===== config.mk =====
export PLATFORM = sky130hd
export DESIGN_NAME = data_mem_arbiter
export DESIGN_NICKNAME = d
export VERILOG_FILES = /design/src/rtl/data_mem_arbiter.sv
export SDC_FILE = /design/constraint.sdc
export NUM_CORES = 1
export LEC_CHECK = 0
export BUFFER_PORTS_ARGS = -buffer_cell sky130_fd_sc_hd__buf_2
export CAP_MARGIN = 20
export CORE_ASPECT_RATIO = 1.75
export CORE_UTILIZATION = 25
export DETAILED_ROUTE_END_ITERATION = 10
export SKIP_CTS_REPAIR_TIMING = 1
export SLEW_MARGIN = 40
export SYNTH_ARGS = -nofsm -noshare
export SYNTH_HDL_FRONTEND = slang
export SYNTH_SLANG_ARGS = --single-unit

===== constraint.sdc =====
create_clock -name i_clock -period 3.05 [get_ports i_clock]
set_input_delay 0 -clock i_clock [delete_from_list [all_inputs] [get_ports i_clock]]
set_output_delay 0 -clock i_clock [all_outputs]
set_load 0.01 [all_outputs]

===== src/rtl/data_mem_arbiter.sv =====
// data_mem_arbiter
//   Shares the single-port data memory between the pipeline MEM stage and the
//   debug memory-dump engine. The pipeline always wins the port; the dump
//   sequencer only reads in cycles the pipeline leaves free, and hands each
//   word to the UART-side debug unit over a valid/ready handshake.
//
// Ports
//   i_clock, i_reset          clock (rising edge), asynchronous active-low reset
//   i_pipe_mem_read/_write    pipeline request strobes for this cycle
//   i_pipe_addr/_wdata/_wmask pipeline word address, aligned data, byte enables
//   o_pipe_rdata              memory read data back to the pipeline
//   i_dump_start/_count       start pulse and number of words (sampled at start)
//   o_dump_data/_valid        dumped word and its valid flag
//   i_dump_ready              consumer accepts o_dump_data
//   o_dump_busy/_done         dump in progress / one-cycle completion pulse
//   o_mem_*                   memory port (enable, byte write enables, addr, data)
//   i_mem_rdata               synchronous-read data, one cycle after the address
module data_mem_arbiter #(
  parameter int NB_DATA = 32,
  parameter int NB_ADDR = 10,
  parameter int NB_MASK = 4
) (
  input  logic               i_clock,
  input  logic               i_reset,
  input  logic               i_pipe_mem_read,
  input  logic               i_pipe_mem_write,
  input  logic [NB_ADDR-1:0] i_pipe_addr,
  input  logic [NB_DATA-1:0] i_pipe_wdata,
  input  logic [NB_MASK-1:0] i_pipe_wmask,
  output logic [NB_DATA-1:0] o_pipe_rdata,
  input  logic               i_dump_start,
  input  logic [NB_ADDR:0]   i_dump_count,
  output logic [NB_DATA-1:0] o_dump_data,
  output logic               o_dump_valid,
  input  logic               i_dump_ready,
  output logic               o_dump_busy,
  output logic               o_dump_done,
  output logic               o_mem_en,
  output logic [NB_MASK-1:0] o_mem_we,
  output logic [NB_ADDR-1:0] o_mem_addr,
  output logic [NB_DATA-1:0] o_mem_wdata,
  input  logic [NB_DATA-1:0] i_mem_rdata
);

  typedef enum logic [2:0] {
    S_IDLE,
    S_RD,
    S_WAIT,
    S_HOLD,
    S_DONE
  } state_t;

  localparam logic [NB_ADDR:0]   CNT_ONE  = {{NB_ADDR{1'b0}}, 1'b1};
  localparam logic [NB_ADDR-1:0] ADDR_ONE = {{(NB_ADDR-1){1'b0}}, 1'b1};

  state_t               state_q;
  logic [NB_ADDR-1:0]   addr_q;
  logic [NB_ADDR:0]     count_q;
  logic [NB_DATA-1:0]   data_q;
  logic                 valid_q;
  logic                 busy_q;
  logic                 done_q;

  logic                 pipe_req_d;
  logic                 last_word_d;

  assign pipe_req_d = i_pipe_mem_read | i_pipe_mem_write;

  // The count is one bit wider than the address so that a full-memory dump
  // (count = 2^NB_ADDR) ends at the top address without wrapping.
  assign last_word_d = ({1'b0, addr_q} == (count_q - CNT_ONE));

  assign o_pipe_rdata = i_mem_rdata;
  assign o_dump_data  = data_q;
  assign o_dump_valid = valid_q;
  assign o_dump_busy  = busy_q;
  assign o_dump_done  = done_q;

  // Memory port mux: the pipeline owns the port whenever it asks for it; the
  // dump only reads, and only from the RD state.
  always_comb begin
    o_mem_en    = 1'b0;
    o_mem_we    = '0;
    o_mem_addr  = '0;
    o_mem_wdata = '0;
    if (pipe_req_d) begin
      o_mem_en    = 1'b1;
      o_mem_addr  = i_pipe_addr;
      o_mem_wdata = i_pipe_wdata;
      o_mem_we    = i_pipe_mem_write ? i_pipe_wmask : '0;
    end else if (state_q == S_RD) begin
      o_mem_en    = 1'b1;
      o_mem_addr  = addr_q;
    end
  end

  always_ff @(posedge i_clock or negedge i_reset) begin
    if (!i_reset) begin
      state_q <= S_IDLE;
      addr_q  <= '0;
      count_q <= '0;
      data_q  <= '0;
      valid_q <= 1'b0;
      busy_q  <= 1'b0;
      done_q  <= 1'b0;
    end else begin
      done_q <= 1'b0;
      case (state_q)
        S_IDLE: begin
          if (i_dump_start) begin
            count_q <= i_dump_count;
            addr_q  <= '0;
            busy_q  <= 1'b1;
            if (i_dump_count == '0) begin
              state_q <= S_DONE;
              done_q  <= 1'b1;
            end else begin
              state_q <= S_RD;
            end
          end
        end
        S_RD: begin
          // A pipeline request steals the port; retry the same address.
          if (!pipe_req_d) begin
            state_q <= S_WAIT;
          end
        end
        S_WAIT: begin
          // Read data belongs to last cycle's dump address, so capture it
          // even if the pipeline is using the port now.
          data_q  <= i_mem_rdata;
          valid_q <= 1'b1;
          state_q <= S_HOLD;
        end
        S_HOLD: begin
          if (i_dump_ready) begin
            valid_q <= 1'b0;
            if (last_word_d) begin
              state_q <= S_DONE;
              done_q  <= 1'b1;
            end else begin
              addr_q  <= addr_q + ADDR_ONE;
              state_q <= S_RD;
            end
          end
        end
        S_DONE: begin
          busy_q  <= 1'b0;
          state_q <= S_IDLE;
        end
        default: begin
          valid_q <= 1'b0;
          busy_q  <= 1'b0;
          state_q <= S_IDLE;
        end
      endcase
    end
  end

endmodule


==> results.md <==
- The flow ran to the end, and the final reports show no timing, DRC or antenna violations.
- The average wire length per cell after detail routing is 13.9 um.
- The x dimension of the die is 91.5 um.
- Across the run, the number of max-cap violations was 0.
- The number of global-route vias before repair is 3,139.
- Once detail routing completed, the nets flagged for antenna violations numbered 0.
- The number of pins exceeding their max-slew limit in the final report came to 0.
- The library cell occupying the most area in the post-synthesis netlist is dfrtp_1.
- CTS saw 59 sinks.
- The total wire length is 10.5 mm.
- The maximum number of pins on one net before global-route repair is 45.
- The data required time of the critical path is 3.27 ns.
- The H-tree level count is 3.
- The synthesized area is 3510 um2.
- Data arrives at the worst endpoint at 3.12 ns.
- The first global-routing pass estimated 15.1 mm of wire.
- The clock arrives with 0.00535 ns of skew.
- The total routing usage reported by global routing is 13.6%.
- The die covers 14,500 um2.
- The starting density of the core is 25.9%.
- The total congestion overflow is 0.
- The number of antenna violations at the first check in global routing is 0.
- The post-synthesis sequential area ratio is 42.1%.
- STA classifies the critical path endpoint as a flip-flop.
- The count of placed standard cells in the final layout, fillers left out is 751.
- The final clock period utilization by the worst path is 95.2%.
- After technology mapping, the gate count stands at 358.
- At the end of routability-driven placement, the weighted congestion stood at 0.880.
- Summing over every cut layer, the via total after detailed routing is 3,398.
- The critical path launch point type is a flip-flop.
- The slew at the pin with the worst max-slew slack is 0.724 ns.
- Setup repair after global routing left no endpoint under its margin.
- The synthesized netlist net count is 455.
- The root buffer cell chosen for the clock tree is clkbuf_16.
- By startpoint and endpoint, the worst setup path is classified as reg -> reg.
- After the last flow step, the layout net total stands at 669.
- The top achievable clock speed is 0.344 GHz.
- The count of routing violations after the opening detailed-route iteration is 98.
- 209 I/O pins were placed.
- The maximum clock path buffer count is 2.
- The worst IR drop on VDD is 279 uV.
- The CTS tree is done.
- The total of warnings raised by yosys is 0.
- Power spread over the standard cell area amounts to 752 nW/um2.
- The area fraction of the dominant cell type after synthesis is 42.1%.
- Clock-pin slew was measured on the worst setup and hold paths at 0.05 ns.
- The first detailed-routing pass took 4 iterations.
- The fill cell total of the finished layout is 1,372.
- The die is 159 um tall.
- Synthesis instantiated 49 different standard cells from the library.
- The region available for standard cell placement spans 13,500 um2.
- With fillers left out, the area of the finished cells amounts to 5240 um2.
- Of all nets on the critical path, the largest fanout is 17.
- Including well taps, the total number of placed cells is 691.
- The average via count per standard cell is 4.52.
- The worst path in the final design needs a cycle of 2.90 ns, including I/O delays and setup.
- Each instance of the synthesized netlist takes up on average 9.80 um2.
- Of the cells placed in the final design, the portion with a size suffix greater than 1 is 48.9%.
- Relative to the synthesized area, the layout overhead comes to 49.5%.
- In this run the core area contains 56 standard-cell rows.
- The half-perimeter wire length after placement is 7.96 mm.
- The repair_antennas step left the layout with diodes totalling 0.
- The class of the tightest hold or removal check is in -> reg.
- Clock latency on the worst-skew pair, taken at its later pin, is 0.33 ns.
- The proportion of register bits with asynchronous set or reset after synthesis is 100%.
- The total negative slack for setup checks is 0 ns.
- The number of hold violations in the final report is 0.
- The final setup violation count is 0.
- In this run the static leakage power is 0.00256 uW.
- Sorting the synthesized cells by area gives the leading types as dfrtp_1, mux2_2, and2_1.
- The most used flip-flop cell after synthesis is dfrtp_1.
- Yosys mapped a number of flops with a built-in enable equal to 0.
- The placed instances occupy a cell area of 4450 um2.
- Summing internal, switching and leakage power gives 3940 uW.
- The worst slew slack as a fraction of its limit is 51.6%.
- For this run, design rule violations remaining after detail routing come to 0.
- The flip-flop and latch count after synthesis is 59.
- In this run the tool buffered the top-level ports with 208 buffer cells.
- The number of clock buffers added by TritonCTS is 9.
==> final cells by class <==
type | instances | area [um2] | area share, %
Timing Repair Buffer | 256 | 1510 | 28.9
Multi-Input combinational cell | 242 | 1670 | 31.8
Sequential cell | 59 | 1480 | 28.2
Clock inverter | 6 | 113 | 2.15
Tap cell | 174 | 218 | 4.15
Clock buffer | 10 | 239 | 4.56
Inverter | 4 | 15.0 | 0.286
==> critical path, stage by stage (launching register included) <==
cell and delay (ns):
dfrtp_1 0.40, inv_1 0.08, ha_1 0.17, or4b_1 0.57, o31a_1 0.32, nor3_1 0.22, nand4_2 0.18, o21ai_4 0.44
a221oi_1 0.18, a31o_1 0.22
==> worst paths after layout <==
check / start / cells past startpoint / to / slack [ns]
max in group asynchronous: i_reset / 3 / o_dump_data[9]$_DFFE_PN0P_ / 2.21
setup / recovery: count_q[0]$_DFFE_PN0P_ / 9 / addr_q[8]$_DFFE_PN0P_ / 0.15
setup reg to reg: count_q[0]$_DFFE_PN0P_ / 9 / addr_q[8]$_DFFE_PN0P_ / 0.15
hold / removal: i_dump_ready / 4 / state_q[1]$_DFFE_PN0P_ / 0.03
hold reg to reg: o_dump_data[11]$_DFFE_PN0P_ / 1 / o_dump_data[11]$_DFFE_PN0P_ / 0.50
min in group asynchronous: i_reset / 2 / addr_q[3]$_DFFE_PN0P_ / 0.15
==> where the power goes <==
part           switching, uW  leakage [uW]  internal [uW]
logic                    659       0.00166            717
clock network            367      0.000173            821
registers                274      0.000727           1110
total                   1300       0.00256           2640
==> kinds of logic after synthesis <==
kind of cell	share of synthesized area (%)
and+or+nand+nor	21.8
DFF	42.1
buffers and inverters	10.5
AOI/OAI and AO/OA	8.88
muxes	13.8
xor gates and xnor gates	2.25
adders and majority gates	0.713
==> sequential cells by signal, indices dropped and copies added (netlist names) <==
| register | cells |
|---|---|
| addr_q | 10 |
| count_q | 11 |
| o_dump_busy | 1 |
| o_dump_data | 32 |
| o_dump_done | 1 |
| o_dump_valid | 1 |
| state_q | 3 |
==> metal layers <==
metal | global-route usage [%] | share of wire [%]
met5 | 0 | 0
met2 | 25.7 | 56
met3 | 2.15 | 5.2
met1 | 14.1 | 36
met4 | 7.41 | 2.4
==> through the flow <==
stage,setup WS (ns),util (%),hold slack (ns)
final,0.146,38.8,0.0257
after global placement,0.282,32.9,0.119
after detailed placement,0.176,32.9,0.123
after floorplan,0.464,-,-0.296
after CTS,0.167,35.5,-0.228
after global routing,0.00434,38.8,0.0516
==> cell usage after synthesis (2+ instances only) <==
cell / instances
or4_1: 8
and3_1: 4
o211ai_1: 6
and2_1: 39
a21oi_1: 17
nand2b_1: 3
nand3_1: 10
a21oi_2: 2
a211oi_1: 2
dfrtp_1: 59
mux2_2: 42
or2_2: 2
xnor2_1: 6
clkbuf_1: 17
buf_4: 32
nor3_1: 4
o21ai_0: 6
nor2_1: 23
nand4_1: 2
nand2_1: 33
nand3b_1: 2
ha_1: 2
xor2_1: 3
inv_1: 4
a41oi_1: 2
buf_6: 2
nor4_1: 4
==> cells in the final DEF, fill, tap and decap left out, drive strengths merged, types with 3 or more instances in the layout <==
| cell type | n |
|---|---|
| dfrtp | 59 |
| o211ai | 6 |
| nand2b | 3 |
| dlygate4sd3 | 44 |
| nand2 | 33 |
| xor2 | 3 |
| bufinv | 3 |
| and2 | 39 |
| mux2 | 42 |
| a21oi | 19 |
| clkinv | 3 |
| and3 | 4 |
| nor3 | 4 |
| inv | 4 |
| o21ai | 7 |
| clkbuf | 10 |
| nor4 | 4 |
| nand3 | 10 |
| or4 | 8 |
| nor2 | 24 |
| nand4 | 3 |
| buf | 212 |
| xnor2 | 6 |
(Power assumes the default switching activity.)
